File: config.mk
export PLATFORM = sky130hd
export DESIGN_NAME = cpu_step_controller
export DESIGN_NICKNAME = d
export VERILOG_FILES = /design/src/rtl/cpu_step_controller.sv
export SDC_FILE = /design/constraint.sdc
export NUM_CORES = 1
export LEC_CHECK = 0
export CAP_MARGIN = 20
export CORE_ASPECT_RATIO = 2
export CORE_MARGIN = 4
export CORE_UTILIZATION = 55
export CTS_CLUSTER_SIZE = 30
export DETAILED_ROUTE_END_ITERATION = 6
export GPL_TIMING_DRIVEN = 0
export PLACE_DENSITY = 0.76
export SLEW_MARGIN = 5
export SYNTH_ARGS = -nofsm -noshare
export SYNTH_HDL_FRONTEND = slang
export SYNTH_HIERARCHICAL = 1
export SYNTH_SLANG_ARGS = --single-unit
File: constraint.sdc
create_clock -name clk -period 4.4 [get_ports clk]
set_clock_uncertainty 0.1 [all_clocks]
set_input_delay 0.44 -clock clk [delete_from_list [all_inputs] [get_ports clk]]
set_output_delay 0.44 -clock clk [all_outputs]
set_load 0.1 [all_outputs]
File: src/rtl/cpu_step_controller.sv
// cpu_step_controller
//   Sequences the multicycle CPU on the FPGA board. It produces a one-cycle
//   clock enable (cpu_en) for the CPU datapath, which runs on clk itself, so
//   no divided clocks exist anywhere in the design. The enable comes from one
//   of two sources:
//     - free-run: one pulse every DIV_COUNT clk cycles while run_sw is on;
//     - single-step: one pulse per debounced press of step_btn.
//   A second debounced button (sel_btn) rotates the seven-segment data-select
//   index. An executed-cycle counter tracks the enables issued.
//
// Optional feature: define BREAKPOINT_EN to add a PC breakpoint. The
//   compare happens at the divider terminal count in RUN. On a hit the pulse
//   is withheld and the controller parks in HALT until run_sw is turned off.
//
// Ports:
//   clk          system clock
//   reset        synchronous, active-high reset
//   run_sw       slide switch (async), 1 = free-run requested
//   step_btn     raw push button (async), press = one CPU cycle
//   sel_btn      raw push button (async), press = advance data_sel
//   pc           (BREAKPOINT_EN) current CPU program counter
//   bp_addr      (BREAKPOINT_EN) breakpoint address
//   bp_valid     (BREAKPOINT_EN) breakpoint armed
//   bp_hit       (BREAKPOINT_EN) registered, high while halted on breakpoint
//   cpu_en       registered one-cycle enable per CPU cycle
//   cycle_count  number of cpu_en pulses issued since reset
//   data_sel     display source index, 0..SEL_COUNT-1
//   state        current FSM state encoding
//
// FSM states:
//   state  | meaning
//   PAUSED | idle; waits for run_sw or a step press
//   RUN    | free-running; divider produces periodic cpu_en
//   STEP   | issue one cpu_en, then back to PAUSED
//   HALT   | stopped on breakpoint (BREAKPOINT_EN only); exits when run_sw=0

// Two-flop synchronizer, debounce filter and rising-edge press detector.
module btn_debounce #(
  parameter int CYCLES = 1_000_000
) (
  input  logic clk,
  input  logic reset,
  input  logic raw,
  output logic press
);

  localparam int CW = (CYCLES > 1) ? $clog2(CYCLES) : 1;
  localparam logic [CW-1:0] CNT_LAST = CW'(CYCLES - 1);

  logic [1:0]    sync_q;
  logic          level_q;
  logic [CW-1:0] cnt_q;
  logic          press_q;

  // The counter only advances while the synchronized input disagrees with
  // the accepted level; any agreement (a bounce back) restarts the count.
  always_ff @(posedge clk) begin
    if (reset) begin
      sync_q  <= 2'b00;
      level_q <= 1'b0;
      cnt_q   <= '0;
      press_q <= 1'b0;
    end else begin
      sync_q  <= {sync_q[0], raw};
      press_q <= 1'b0;
      if (sync_q[1] == level_q) begin
        cnt_q <= '0;
      end else if (cnt_q == CNT_LAST) begin
        cnt_q   <= '0;
        level_q <= sync_q[1];
        press_q <= sync_q[1];
      end else begin
        cnt_q <= cnt_q + CW'(1);
      end
    end
  end

  assign press = press_q;

endmodule

module cpu_step_controller #(
  parameter int DIV_COUNT       = 100_000_000,
  parameter int DEBOUNCE_CYCLES = 1_000_000,
  parameter int SEL_COUNT       = 6
) (
  input  logic        clk,
  input  logic        reset,
  input  logic        run_sw,
  input  logic        step_btn,
  input  logic        sel_btn,
`ifdef BREAKPOINT_EN
  input  logic [31:0] pc,
  input  logic [31:0] bp_addr,
  input  logic        bp_valid,
  output logic        bp_hit,
`endif
  output logic        cpu_en,
  output logic [31:0] cycle_count,
  output logic [2:0]  data_sel,
  output logic [1:0]  state
);

  typedef enum logic [1:0] {
    PAUSED = 2'b00,
    RUN    = 2'b01,
    STEP   = 2'b10,
    HALT   = 2'b11
  } state_t;

  localparam int DW = $clog2(DIV_COUNT);
  localparam logic [DW-1:0] DIV_LAST = DW'(DIV_COUNT - 1);
  localparam logic [2:0]    SEL_LAST = 3'(SEL_COUNT - 1);

  state_t        state_q, state_d;
  logic [DW-1:0] div_q, div_d;
  logic          cpu_en_q, cpu_en_d;
  logic [31:0]   cycle_count_q;
  logic [2:0]    data_sel_q;
  logic [1:0]    run_sync_q;
  logic          run_on;
  logic          step_press;
  logic          sel_press;
`ifdef BREAKPOINT_EN
  logic          bp_hit_q, bp_hit_d;
`endif

  // run_sw is a slide switch: it is synchronized but not debounced, since a
  // bounce only delays the RUN/PAUSED decision by a cycle or two.
  always_ff @(posedge clk) begin
    if (reset) run_sync_q <= 2'b00;
    else       run_sync_q <= {run_sync_q[0], run_sw};
  end
  assign run_on = run_sync_q[1];

  btn_debounce #(.CYCLES(DEBOUNCE_CYCLES)) u_step_db (
    .clk   (clk),
    .reset (reset),
    .raw   (step_btn),
    .press (step_press)
  );

  btn_debounce #(.CYCLES(DEBOUNCE_CYCLES)) u_sel_db (
    .clk   (clk),
    .reset (reset),
    .raw   (sel_btn),
    .press (sel_press)
  );

  always_comb begin
    state_d  = state_q;
    div_d    = div_q;
    cpu_en_d = 1'b0;
`ifdef BREAKPOINT_EN
    bp_hit_d = bp_hit_q;
`endif
    case (state_q)
      PAUSED: begin
        // run_sw takes priority; a simultaneous step press is dropped.
        if (run_on) begin
          state_d = RUN;
          div_d   = '0;
        end else if (step_press) begin
          state_d = STEP;
        end
      end
      STEP: begin
        cpu_en_d = 1'b1;
        state_d  = PAUSED;
      end
      RUN: begin
        // Leaving RUN wins over a coincident terminal count.
        if (!run_on) begin
          state_d = PAUSED;
          div_d   = '0;
        end else if (div_q == DIV_LAST) begin
          div_d = '0;
`ifdef BREAKPOINT_EN
          if (bp_valid && (pc == bp_addr)) begin
            state_d  = HALT;
            bp_hit_d = 1'b1;
          end else begin
            cpu_en_d = 1'b1;
          end
`else
          cpu_en_d = 1'b1;
`endif
        end else begin
          div_d = div_q + DW'(1);
        end
      end
`ifdef BREAKPOINT_EN
      HALT: begin
        if (!run_on) begin
          state_d  = PAUSED;
          div_d    = '0;
          bp_hit_d = 1'b0;
        end
      end
`endif
      default: begin
        state_d = PAUSED;
        div_d   = '0;
      end
    endcase
  end

  always_ff @(posedge clk) begin
    if (reset) begin
      state_q       <= PAUSED;
      div_q         <= '0;
      cpu_en_q      <= 1'b0;
      cycle_count_q <= '0;
      data_sel_q    <= '0;
`ifdef BREAKPOINT_EN
      bp_hit_q      <= 1'b0;
`endif
    end else begin
      state_q  <= state_d;
      div_q    <= div_d;
      cpu_en_q <= cpu_en_d;
`ifdef BREAKPOINT_EN
      bp_hit_q <= bp_hit_d;
`endif
      if (cpu_en_q) cycle_count_q <= cycle_count_q + 32'd1;
      if (sel_press) begin
        if (data_sel_q == SEL_LAST) data_sel_q <= '0;
        else                        data_sel_q <= data_sel_q + 3'd1;
      end
    end
  end

  assign cpu_en      = cpu_en_q;
  assign cycle_count = cycle_count_q;
  assign data_sel    = data_sel_q;
  assign state       = state_q;
`ifdef BREAKPOINT_EN
  assign bp_hit      = bp_hit_q;
`endif

endmodule

==> results by group, run 1 <==
Worst setup path
  • Worst Path Max Fanout: 7
  • CP max-delay cell: clkdlybuf4s50_1
  • Worst Setup SP: cycle_count[18]
  • Critical path endpoint: cycle_count[18]
  • Reg2reg setup slack: 1.92 ns
  • Critical path capture point type: primary output
  • R2R depth: 8
  • WP depth: 1
  • WP data required: just under 4 ns
  • Critical Path AT: approximately 2.1 ns
  • Reg2reg start: state[0]
  • CP Buf/Inv Count: 1
  • Cell family with most CP delay: buffers and inverters
  • Reg-to-Reg End: div_q[17]
  • Startpoint Class: flip-flop
  • CP peak stage delay: between 1 and 1.5 ns
  • Critical path cell sequence: clkdlybuf4s50_1
  • CP Class: reg -> out

Logic synthesis
  • Primary FF master, synth: dfxtp_1
  • Multiplexer share of the synthesized area: less than 1%
  • XOR/XNOR Fraction of Synth Area: 14.0%
  • Syn nets: around 600
  • Cells after Synth: 590
  • Area leader, netlist: dfxtp_1
  • Largest cells by area after synthesis: dfxtp_1 44%, xor2_1 8.3%, nor2_1 7.6%, xnor2_1 5.7%, nand4_1 4.2%
  • Mean post-synth cell area: 8.81 µm²
  • Synth Area in Adders: 1.68%
  • Sequential share of the synthesized area: ~44%
  • Unique cell type count in the Yosys netlist: 48
  • Largest family of logic cells by synthesized area: simple AND/OR/NAND/NOR gates
  • Compound-cell area share of the yosys netlist: under 10%
  • Ys async rst share: 0%
  • Yosys top cell area share: between 40% and 50%
  • Simple-Gate Fraction of Synth Area: ~32%
  • Yosys warning total: 6
  • EDFF count, synth: 0
  • FF+latch count, synth: ~120
  • Mapped Area: ~5200 µm²

Global route
  • First-pass GRT wire length: 20.7 mm
  • Largest net degree at the start of global routing: 17
  • Initial antenna violation count: 0
  • Remaining Overflow, GRT: 0
  • Global Route Usage Sum: 22.6%
  • Vias in the first global route: ~4.5k

Power
  • Leak Pwr: 0.00208 µW
  • Peak supply drop: 0.000446 V
  • Power, Total: about 2500 µW
  • PwrDens: 396 nW/µm²

Run status
  • Status: completed

Die
  • Die Height: around 150 µm
  • Die footprint: between 10000 and 15000 µm²
  • Die W: about 77 µm
  • Starting Density: between 50% and 60%
  • Number of core rows: 50
  • Ports: 43
  • Core box area: 9320 µm²

STA
  • Max Freq: 383 MHz
  • TNS Setup: 0 ns
  • Endpoints failing hold: 0
  • Final WS setup: 1.79 ns
  • RSZ-0062 raised after global routing: no
  • Final worst path period share: roughly 59%
  • Final setup fails: 0
  • Period minus WS final: between 2 and 3 ns
  • Slew Limit Fails: 0
  • Least-Margin Pin Slew: between 1 and 1.5 ns
  • Relative slew margins: a little under 30%

Clock network
  • Clk sinks: 115
  • Clock transition at path regs: approximately 0.050 ns
  • Post-CTS setup buffers: 0
  • Hold_buf cts: 0
  • Cts repair resizes: 0
  • Root Buffer: clkbuf_16
  • CTS H-tree lvls: 4
  • CTS tree: done
  • TritonCTS buffer count: 17
  • Clk_lat worst skew: between 0.4 and 0.5 ns
  • Longest Clk Path Bufs: 2

Routing
  • Post-Route WL: between 10 and 15 mm
  • Drt first pass iters: 4
  • Routed WL per cell: between 15 and 20 µm
  • Vias per inst: roughly 5.8
  • Drt initial violations: 189
  • DR vias: approximately 4.5k
  • Post-route ant nets: 0
  • DRC viols: 0

Finish
  • Area of the multi-input gates: 2750 µm²
  • Filler instances: roughly 740
  • Layout cells sized above 1: 9.19%
  • Design area: 6360 µm²
  • Storage element area: about 2300 µm²
  • Number of nets in the layout: between 600 and 700
  • Antenna cells: 0
  • Final Util: just under 70%
  • Layout area overhead: 22.4%

Place
  • Port Buffers: 42
  • Dpl cell area: between 5000 and 6000 µm²
  • Dpl hpwl: about 8.6 mm
  • Pre-CTS WS: slightly above 2 ns
  • GPL Wtd Cong: ~0.84

Min path
  • Min-Delay Startpoint: u_step_db/sync_q[0]
  • Hold Path Class: reg -> reg

Flow run
  • Max-cap check violation count: 0
## per-stage QoR
step,hold WS (ns),cells
final,0.338,768
after global routing,0.364,768
after CTS,0.337,767
after detailed placement,0.322,736
after global placement,0.317,736
after floorplan,0.314,590
## placed cells by master, fill, tap and decap left out, types with 4 or more instances in the layout
cell             synthesis  layout
and3_1                   9       9
buf_2                    3       4
nor4_1                  14      14
o21ai_0                  5       5
nand2_1                 36      36
nor2_1                 105     105
o31ai_1                  4       4
clkinv_2                 0       5
ha_1                     7       7
xor2_1                  49      49
or4_1                    5       5
dfxtp_1                115     115
clkdlybuf4s50_1          0      42
nand4_1                 35      35
xnor2_1                 34      34
nand3_1                 35      35
clkbuf_1                 9      11
inv_1                   17      17
clkbuf_16                0      17
nor3_1                  18      18
or2_2                    5       5
bufinv_16                0       4
nor2b_1                  8       8
or3_1                    7       7
a21oi_1                 21      21
## worst min-delay path by stage
stage | depth (start not counted) | slack (ns) | to
3_3_place_gp | 1 | 0.32 | run_sync_q[1]
4_1_cts | 1 | 0.34 | u_step_db/sync_q[1]
6_report | 1 | 0.34 | u_step_db/sync_q[1]
5_1_grt | 1 | 0.36 | u_sel_db/sync_q[1]
2_1_floorplan | 1 | 0.31 | run_sync_q[1]
3_5_place_dp | 1 | 0.32 | u_sel_db/sync_q[1]
## Yosys cell counts, types with 3 or more instances
cell	count
nand2_1	36
mux2i_1	3
and3_2	3
nand3_2	3
or4_1	5
nand3_1	35
clkbuf_1	9
nor4_1	14
xor2_1	49
or2_2	5
ha_1	7
inv_1	17
xnor2_1	34
nor2_1	105
dfxtp_1	115
nor3b_1	3
a21oi_1	21
and4_1	3
nor2b_1	8
and3_1	9
nor4_2	3
buf_2	3
nand4_1	35
nor3_1	18
or3_1	7
o21ai_0	5
o31ai_1	4
## kinds of logic after synthesis
| logic type | Yosys count |
|---|---|
| simple gates | 313 |
| compound gates | 37 |
| flops | 115 |
| mux | 3 |
| buf+inv | 32 |
| fa+ha+maj | 7 |
| xor+xnor | 83 |
## final cells by class
cell class / instances / share of cell area (%)
Timing Repair Buffer: 43 / 6.69
Clock inverter: 11 / 2.52
Buffer: 15 / 1.34
Sequential cell: 115 / 36.2
Tap cell: 104 / 2.05
Inverter: 17 / 1.00
Clock buffer: 20 / 7.02
Multi-Input combinational cell: 443 / 43.2
## sequential cells by signal (all words and copies together) (netlist names)
signal and flops:
cycle_count 32, cpu_en 1, u_step_db/level_q 1, u_step_db/cnt_q 20, div_q 27, u_sel_db/sync_q 2
u_sel_db/cnt_q 20, u_step_db/press 1, data_sel 3, u_step_db/sync_q 2, state 2, run_sync_q 2
u_sel_db/level_q 1, u_sel_db/press 1
## layer usage
metal | GRT usage (%) | part of all wire (%)
met5 | 0 | 0
met3 | 5.76 | 2.6
met1 | 22.1 | 38
met2 | 43.4 | 57
met4 | 9.62 | 2.2
## power breakdown
group	total (µW)	internal (µW)	switching (µW)
combinational	49.0	17.7	31.3
clock	1420	952	466
sequential	1050	1050	3.41
total	2520	2020	501
Power figures use the tool's default switching activity.
==> run 2: changes to the inputs <==
==> constraint.sdc (replaced) <==
create_clock -name clk -period 2.51 [get_ports clk]
set_clock_uncertainty 0.1 [all_clocks]
set_input_delay 0.251 -clock clk [delete_from_list [all_inputs] [get_ports clk]]
set_output_delay 0.251 -clock clk [all_outputs]
set_load 0.1 [all_outputs]
==> run 2 against run 1 <==
  * Combinational power grew 79%
  * Highest routed layer unchanged
  * Via count shrank 0.97%
  * Register-to-register slack worse by 1.7 ns
==> results by group, run 2 (same netlist as run 1, synthesis figures left out) <==
Finish
  • Filler instances: 690 (-6.6%)
  • Number of nets in the layout: 664 (unchanged)
  • Max reg flops: 32 (unchanged)
  • Layout area overhead: 23.7%
  • Commonest non-fill, non-tap cell in the layout: nor2_1
  • Antenna cells: 0 (unchanged)
  • Design area: 6430 µm² (+1.1%)
  • Commonest non-fill, non-tap cells in the layout: 105 x nor2_1, 102 x dfxtp_1, 49 x xor2_1
  • Layout cells sized above 1: 11.3% (+2.1 points)

STA
  • Max Freq: 415 MHz
  • Period minus WS final: 2.41 ns
  • Slew Limit Fails: 0 (unchanged)
  • Relative slew margins: 29.7% (+0.52 points)
  • Minimum hold slack: 0.284 ns (-0.0539 ns)
  • Endpoints failing hold: 0 (unchanged)
  • RSZ-0062 raised after global routing: no
  • Final worst path period share: 96.0%
  • TNS Setup: 0 ns (unchanged)
  • Final setup fails: 0 (unchanged)
  • Least-Margin Pin Slew: 1.05 ns (-0.00774 ns)

Power
  • PwrDens: 711 nW/µm² (+80%)
  • Clock power frac: 57.8% (+1.5 points)
  • Net Sw Power: 918 µW (+83%)
  • Peak supply drop: 0.000587 V (+31%)
  • Leak Pwr: 0.00210 µW (+0.99%)
  • Seq pwr share: 40.3% (-1.4 points)
  • Int Pwr: 3660 µW (+81%)
  • Comb pwr share: 1.9% (about the same)
  • Switching Fraction: 20.1% (+0.17 points)

Routing
  • Drt initial violations: 262 (+39%)
  • Post-Route WL: 11.6 mm (-2.6%)
  • Drt first pass iters: 5 (+1)
  • DRC viols: 0 (unchanged)
  • Vias per inst: 5.74 (-1.1%)
  • DR vias: 4412 (-0.97%)
  • Post-route ant nets: 0 (unchanged)
  • Routed WL per cell: 15.1 µm (-2.7%)

Clock network
  • CTS H-tree lvls: 4 (unchanged)
  • Post-CTS setup buffers: 0 (unchanged)
  • Clk sinks: 115 (unchanged)
  • Root Buffer: clkbuf_16
  • Longest Clk Path Bufs: 2 (unchanged)
  • CTS tree: done
  • Clk_lat worst skew: 0.42 ns (about the same)
  • Hold_buf cts: 0 (unchanged)
  • Clock transition at path regs: 0.05 ns (about the same)
  • TritonCTS buffer count: 17 (unchanged)

Die
  • Number of core rows: 50 (unchanged)
  • Die W: 76.7 µm (unchanged)
  • Die footprint: 11200 µm² (unchanged)
  • Core box area: 9320 µm² (unchanged)
  • Die Height: 145 µm (unchanged)
  • Ports: 43 (unchanged)
  • Starting Density: 55.8% (unchanged)

Worst setup path
  • Critical Path AT: 2.06 ns (about the same)
  • Critical path cell sequence: clkdlybuf4s50_1
  • CP max-delay cell: clkdlybuf4s50_1
  • CP Buf/Inv Count: 1 (unchanged)
  • Reg2reg setup slack: 0.22 ns (-1.70 ns)
  • Cell family with most CP delay: buffers and inverters
  • Worst Path Max Fanout: 7 (unchanged)
  • Startpoint Class: flip-flop
  • CP peak stage delay: 1.18 ns (about the same)
  • Critical path capture point type: primary output
  • WP data required: 2.16 ns (-1.70 ns)
  • CP Class: reg -> out

Flow run
  • Max-cap check violation count: 0 (unchanged)

Global route
  • Largest net degree at the start of global routing: 17 (unchanged)
  • Global Route Usage Sum: 21.9% (-0.66 points)
  • First-pass GRT wire length: 20.1 mm (-2.9%)
  • Remaining Overflow, GRT: 0 (unchanged)
  • Initial antenna violation count: 0 (unchanged)
  • Vias in the first global route: 4610 (+1.6%)

Run status
  • Status: completed

Place
  • Dpl cell area: 5770 µm² (+0.28%)
  • Port Buffers: 42 (unchanged)
  • Dpl hpwl: 8.18 mm (-4.5%)
  • GPL Wtd Cong: 0.840 (-0.39%)

Min path
  • Hold Path Class: in -> reg
## run 2: cell types whose count changed in the layout (fill, tap and decap cells not counted), sizes merged
cell | previous run | this run
buf | 6 | 5
bufinv | 4 | 5
clkbuf | 30 | 31
## run 2: area by class of cell
class / instances / area, µm² / area share (%)
multi-input combinational: 443 / 2760 / 42.9
sequential: 115 / 2320 / 36.1
clock buffer: 20 / 447 / 6.95
timing repair buffer: 43 / 425 / 6.61
clock inverter: 12 / 205 / 3.19
tap: 104 / 130 / 2.02
buffer: 15 / 85.1 / 1.32
inverter: 17 / 63.8 / 0.992
## run 2: worst paths after layout
check,startpoint,endpoint,depth (start not counted)
setup / recovery,cycle_count[18],cycle_count[18],1
hold / removal,sel_btn,u_sel_db/sync_q[0],2
setup reg to reg,div_q[10],div_q[17],6
hold reg to reg,u_step_db/sync_q[0],u_step_db/sync_q[1],1
## run 2: metal layers
| metal | routed length (µm) | part of all wire, % | global-route usage (%) | vias up |
|---|---|---|---|---|
| met2 | 6640 | 57 | 42.0 | 92 |
| met3 | 463 | 4.0 | 6.13 | 22 |
| met5 | 0 | 0 | 0 | - |
| met4 | 240 | 2.1 | 10.6 | 0 |
| li1 | - | - | - | 2172 |
| met1 | 4290 | 37 | 20.7 | 2126 |
## run 2: worst register-to-register path, cell delays in order, from the launching register on
cell	delay (ns)
dfxtp_1	0.36
or4_1	0.55
nor4_2	0.35
nand3_2	0.23
o21bai_4	0.33
buf_6	0.19
nor2_1	0.06
## run 2: power by group through the flow
stage	Sequential (µW)	Clock, µW	Combinational [µW]
floorplan	1880	0	53.7
global placement	1880	0	83.9
detailed placement	1880	0	86.8
CTS	1840	2680	87.9
global route	1840	2760	96.0
finish	1840	2650	87.5
## run 2: stage by stage
step / std cells / utilization, % / power (µW) / worst slack [ns]
after floorplan: 590 / - / 1940 / 0.000967
after global placement: 736 / 61.9 / 1960 / 0.211
after detailed placement: 736 / 61.9 / 1970 / 0.172
after CTS: 768 / 68.8 / 4610 / 0.101
after global routing: 769 / 69.0 / 4690 / 0.0524
final: 769 / 69.0 / 4570 / 0.101
## run 2: repair_timing
item / in CTS / in global routing
endpoints found under the setup margin: 0 / 2
gates resized for setup: 0 / 1
endpoints found under the hold margin: 0 / 0
